==> src/rtl/apb_arb_pkg.sv <==
// Shared types for apb_req_arbiter: FSM states, the latched transfer and a grant-width helper.
// Optional feature macro used by the top: APB_ARB_TIMEOUT_EN.
package apb_arb_pkg;
  localparam int XFER_ADDR_W = 16;
  localparam int XFER_DATA_W = 16;

  typedef enum logic [1:0] {
    IDLE   = 2'd0,
    SETUP  = 2'd1,
    ACCESS = 2'd2
  } apb_arb_state_e;

  // Field widths are the bus widths of apb_req_arbiter (its width parameters default to these).
  typedef struct packed {
    logic                   write;
    logic [XFER_ADDR_W-1:0] addr;
    logic [XFER_DATA_W-1:0] wdata;
  } apb_xfer_t;

  // GNT_W helper: $clog2(num_req), never narrower than one bit.
  function automatic int gnt_w(input int num_req);
    return (num_req > 1) ? $clog2(num_req) : 1;
  endfunction
endpackage

==> src/rtl/rr_arbiter.sv <==
// Combinational round-robin pick: first unmasked request after last_grant, wrapping at NUM_REQ.
module rr_arbiter #(
  parameter int NUM_REQ = 2,
  parameter int GNT_W   = 1
) (
  input  logic [NUM_REQ-1:0] req,
  input  logic [NUM_REQ-1:0] mask,
  input  logic [GNT_W-1:0]   last_grant,
  output logic               valid,
  output logic [GNT_W-1:0]   idx
);
  // Walk distances from farthest to nearest so the nearest eligible requester wins.
  always_comb begin
    valid = 1'b0;
    idx   = '0;
    for (int d = NUM_REQ; d >= 1; d--) begin
      if (req[(int'(last_grant) + d) % NUM_REQ] && !mask[(int'(last_grant) + d) % NUM_REQ]) begin
        valid = 1'b1;
        idx   = GNT_W'((int'(last_grant) + d) % NUM_REQ);
      end
    end
  end
endmodule

==> src/rtl/apb_req_arbiter.sv <==
// APB master sharing one target between NUM_REQ requesters with round-robin grants.
// Define APB_ARB_TIMEOUT_EN to abort ACCESS after TIMEOUT_CYCLES wait cycles with o_err.
module apb_req_arbiter
  import apb_arb_pkg::*;
#(
  parameter int APB_ADDR_WIDTH = XFER_ADDR_W,
  parameter int APB_DATA_WIDTH = XFER_DATA_W,
  parameter int NUM_REQ        = 2,
  parameter int TIMEOUT_CYCLES = 64
) (
  input  logic                              pclk,
  input  logic                              preset,
  input  logic [NUM_REQ-1:0]                i_req,
  input  logic [NUM_REQ-1:0]                i_write,
  input  logic [NUM_REQ*APB_ADDR_WIDTH-1:0] i_addr,
  input  logic [NUM_REQ*APB_DATA_WIDTH-1:0] i_wdata,
  output logic [NUM_REQ-1:0]                o_done,
  output logic                              o_err,
  output logic [APB_DATA_WIDTH-1:0]         o_rdata,
  output logic                              o_psel,
  output logic                              o_penable,
  output logic                              o_pwrite,
  output logic [APB_ADDR_WIDTH-1:0]         o_paddr,
  output logic [APB_DATA_WIDTH-1:0]         o_pwdata,
  input  logic                              i_pready,
  input  logic [APB_DATA_WIDTH-1:0]         i_prdata,
  output apb_arb_state_e                    o_state
);
  // Handshake: i_req[k] is held with its write/addr/wdata until o_done[k]; o_done is a
  // one-cycle pulse, and the served requester is masked in that cycle.
  localparam int GNT_W = gnt_w(NUM_REQ);

  apb_arb_state_e     state;
  apb_xfer_t          xfer;
  apb_xfer_t          next_xfer;
  logic [GNT_W-1:0]   gnt;
  logic [GNT_W-1:0]   last_grant;
  logic [GNT_W-1:0]   arb_idx;
  logic               arb_valid;
  logic [NUM_REQ-1:0] gnt_onehot;

  rr_arbiter #(.NUM_REQ(NUM_REQ), .GNT_W(GNT_W)) u_rr (
    .req        (i_req),
    .mask       (o_done),
    .last_grant (last_grant),
    .valid      (arb_valid),
    .idx        (arb_idx)
  );

  always_comb begin
    next_xfer       = '0;
    next_xfer.write = i_write[arb_idx];
    next_xfer.addr  = i_addr[int'(arb_idx)*APB_ADDR_WIDTH +: APB_ADDR_WIDTH];
    next_xfer.wdata = i_wdata[int'(arb_idx)*APB_DATA_WIDTH +: APB_DATA_WIDTH];
  end

  assign gnt_onehot = NUM_REQ'(1) << gnt;
  assign o_pwrite   = xfer.write;
  assign o_paddr    = xfer.addr;
  assign o_pwdata   = xfer.wdata;
  assign o_state    = state;

`ifdef APB_ARB_TIMEOUT_EN
  localparam int CNT_W = (TIMEOUT_CYCLES > 1) ? $clog2(TIMEOUT_CYCLES) : 1;
  logic [CNT_W-1:0] to_cnt;
`else
  assign o_err = 1'b0;
`endif

  always_ff @(posedge pclk or posedge preset) begin
    if (preset) begin
      state      <= IDLE;
      xfer       <= '0;
      gnt        <= '0;
      last_grant <= GNT_W'(NUM_REQ-1);
      o_psel     <= 1'b0;
      o_penable  <= 1'b0;
      o_done     <= '0;
      o_rdata    <= '0;
`ifdef APB_ARB_TIMEOUT_EN
      o_err      <= 1'b0;
      to_cnt     <= '0;
`endif
    end else begin
      o_done <= '0;
`ifdef APB_ARB_TIMEOUT_EN
      o_err  <= 1'b0;
`endif
      case (state)
        IDLE: begin
`ifdef APB_ARB_TIMEOUT_EN
          to_cnt <= '0;
`endif
          if (arb_valid) begin
            state  <= SETUP;
            gnt    <= arb_idx;
            xfer   <= next_xfer;
            o_psel <= 1'b1;
          end
        end
        SETUP: begin
          state     <= ACCESS;
          o_penable <= 1'b1;
        end
        ACCESS: begin
          if (i_pready) begin
            state      <= IDLE;
            o_psel     <= 1'b0;
            o_penable  <= 1'b0;
            o_done     <= gnt_onehot;
            last_grant <= gnt;
            o_rdata    <= xfer.write ? '0 : i_prdata;
          end
`ifdef APB_ARB_TIMEOUT_EN
          // Abort on the TIMEOUT_CYCLES-th consecutive wait cycle.
          else if (to_cnt == CNT_W'(TIMEOUT_CYCLES-1)) begin
            state      <= IDLE;
            o_psel     <= 1'b0;
            o_penable  <= 1'b0;
            o_done     <= gnt_onehot;
            last_grant <= gnt;
            o_rdata    <= '0;
            o_err      <= 1'b1;
          end else begin
            to_cnt <= to_cnt + 1'b1;
          end
`endif
        end
        default: begin
          state     <= IDLE;
          o_psel    <= 1'b0;
          o_penable <= 1'b0;
        end
      endcase
    end
  end
endmodule
==> config.mk <==
export PLATFORM = sky130hd
export DESIGN_NAME = apb_req_arbiter
export DESIGN_NICKNAME = d
export VERILOG_FILES = /design/src/rtl/apb_arb_pkg.sv /design/src/rtl/rr_arbiter.sv /design/src/rtl/apb_req_arbiter.sv
export SDC_FILE = /design/constraint.sdc
export NUM_CORES = 1
export LEC_CHECK = 0
export ABC_AREA = 1
export CORE_MARGIN = 2
export CORE_UTILIZATION = 66
export CTS_BUF_LIST = sky130_fd_sc_hd__clkbuf_8
export DETAILED_ROUTE_END_ITERATION = 7
export DONT_BUFFER_PORTS = 1
export GPL_ROUTABILITY_DRIVEN = 0
export PLACE_DENSITY = 0.94
export REMOVE_ABC_BUFFERS = 1
export SLEW_MARGIN = 20
export SYNTH_ARGS = -nofsm -noshare
export SYNTH_HDL_FRONTEND = slang
export SYNTH_SLANG_ARGS = --single-unit
export TNS_END_PERCENT = 5
==> constraint.sdc <==
create_clock -name pclk -period 2.39 [get_ports pclk]
set_clock_uncertainty 0.1 [all_clocks]
set_input_delay 0.239 -clock pclk [delete_from_list [all_inputs] [get_ports pclk]]
set_output_delay 0.239 -clock pclk [all_outputs]
set_load 0.01 [all_outputs]
==> flow_metrics.tcl <==
set metrics [dict create \
    status "completed" \
    p_seq_share_pct 48.8 \
    htree_num_levels 3 \
    grt_pass1_wl_um 11900 \
    power_density_nw_per_um2 1260 \
    yosys_register_bits 57 \
    drc_errors 0 \
    syn-instance-count 392 \
    diodes 0 \
    cpPeakStageDelay_ps 470 \
    routed_wirelength_um 7350 \
    path_cells "nor2_4 -> nand2_2 -> nand2_1 -> nand3_2 -> nand2_1" \
    final-setup-viol-count 0 \
    synth.area.top_cells "dfrtp_1 (47%), nand2_1 (18%), inv_1 (9.1%), nand3_1 (8.3%), nand3_2 (7.0%)" \
    stdcell_count 459 \
    initial_core_util_pct 68.9 \
    gr-usage-all-layers_pct 29.8 \
    power_frac_comb_pct 31.8 \
    synth_top_area_cell "dfrtp_1" \
    clkPwrFrac_pct 19.5 \
    ir_drop_mv 0.611 \
    cp.required_ps 2540 \
    layout_common_cells "nand2_1 (142), inv_1 (72), dfrtp_1 (56)" \
    die_width_um 71.4 \
    fin_nets 490 \
    final_common_cell "nand2_1" \
    cts.clk_slew.worst_paths_ps 70 \
    critPathLaunchType "register" \
    rsz0062_at_grt "false" \
    routedWlPerCell_um 16.0 \
    cap_violations 0 \
    arrival_ps 2000 \
    clockBufferDepth 2 \
    num_vias 2554 \
    drtAntennaViolNets 0 \
    maxSlewViolCount 0 \
    hp-class "in2reg" \
    clkLatencyLatePin_ps 320 \
    post-synth-top-area-fraction_pct 46.7 \
    io_pins 143 \
    viasPerCell 5.56 \
    swShare_pct 44.4 \
    period_share_pct 77.6 \
    ctsRootBufferMaster "clkbuf_8" \
    crit_top_cell "nand2_1" \
    overflow 0 \
    synth.avg_cell_area_um2 7.65 \
    intPower_mw 2.32 \
    fin_hold_ws_ps 49.2 \
    hpwl_um 4600 \
    grt_pass1_vias 2587 \
    fp.dieH_um 71.4 \
    numCtsBuffers 9 \
    grt_max_degree 58 \
    syn_area_um2 3000 \
    portBuffers 0 \
    area_delta_synth_final_pct 10.4 \
    finalSetupTns_ps 0 \
    numPlacedInstances 427 \
    path_class "reg2reg" \
    fmax_mhz 540 \
    slowest_stage "nand2_2" \
    ys.warnings.count 0 \
    ys_seq_area_share_pct 47.6 \
    drt_iter0_markers 215 \
    cp_max_fo 34 \
    cp-end-kind "register" \
    p_sw_mw 1.85 \
    antenna_found_initial 0 \
    min_period_ps 1850 \
    cts_resized 0 \
    p_leak_nw 1.90 \
    synth.distinct_cells 18 \
    cts_tree "built" \
    first_pass_iters 5 \
    hold_viol_final 0 \
    core_area_um2 4350 \
    clock-sinks 57 \
    slew_headroom_pct 56.6 \
    num_rows 24 \
    dieArea_um2 5100 \
    final_layout_size_suffix_gt1_share_pct 12.0 \
    tightest_slew_ps 649 \
]
## Yosys cell counts (all sizes together)
cell type	count
dfrtp	56
nand3	71
clkbuf	1
buf	19
dfstp	1
nor2	4
inv	76
o21ai	18
nand2	145
conb	1
## through the flow
stage	power [mW]	setup slack, ps	utilization [%]	instance area [um^2]
2_1_floorplan	2.92	549	-	2860
3_3_place_gp	3.22	652	68.0	2960
3_5_place_dp	3.32	560	68.0	2960
4_1_cts	4.16	542	76.0	3310
5_1_grt	4.47	373	76.0	3310
6_report	4.17	537	76.0	3310
## cells by family after synthesis
family	share of synthesized area (%)
buffers and inverters	14.3
DFF	47.6
other	0.125
AOI/OAI and AO/OA	3.01
and+or+nand+nor	34.9
## layout make-up
cell class                      count  area [um^2]
Sequential cell                    57         1430
Inverter                           76          290
Multi-Input combinational cell    239         1140
Fill cell                         330         1040
Clock inverter                      3         15.0
Timing Repair Buffer               20          205
Clock buffer                       12          165
Tap cell                           52         65.1
## worst max-delay path, delay by kind of cell, from the launching register on
family           cells  cell delay, ps
DFF                  1             460
and+or+nand+nor      5            1200
## power groups by stage
| stage | Combinational (mW) | Sequential (mW) | Clock, mW |
|---|---|---|---|
| after floorplan | 1.00 | 1.92 | 0 |
| after global placement | 1.20 | 2.02 | 0 |
| after detailed placement | 1.29 | 2.03 | 0 |
| after CTS | 1.31 | 2.03 | 0.819 |
| after global routing | 1.53 | 2.08 | 0.863 |
| final | 1.33 | 2.04 | 0.812 |
## registers in the layout (all words and copies together) (netlist names)
name	flops
gnt	1
o_rdata	16
o_done	2
o_pwrite	1
o_paddr	16
o_psel	1
o_state	2
o_pwdata	16
o_penable	1
last_grant	1
## path summary, 6_finish.rpt
| kind | to | startpoint | cells after the start | slack [ps] |
|---|---|---|---|---|
| worst max-delay path | o_pwdata[13] | o_done[1] | 5 | 540 |
| worst min-delay path | o_pwdata[12] | i_wdata[12] | 4 | 50 |
| worst max register to register | o_pwdata[13] | o_done[1] | 5 | 540 |
| worst min register to register | o_done[0] | gnt | 1 | 380 |
| max in group asynchronous | last_grant | preset | 3 | 1560 |
| min in group asynchronous | o_pwdata[1] | preset | 3 | 330 |
## metal layers
metal,part of all wire [%],GRT usage [%],up-vias,wire (um)
met5,0,0,-,0
met4,3.0,13.4,0,218
met3,6.1,6.05,20,450
met2,53,52.3,108,3900
met1,38,35.2,1223,2780
li1,-,-,1203,-
## repair_timing
item	4_1_cts	5_1_grt
buffers inserted	0	0
endpoints found under the hold margin	72	0
hold buffers	17	0
No activity file was read; power rests on OpenSTA's default activity.
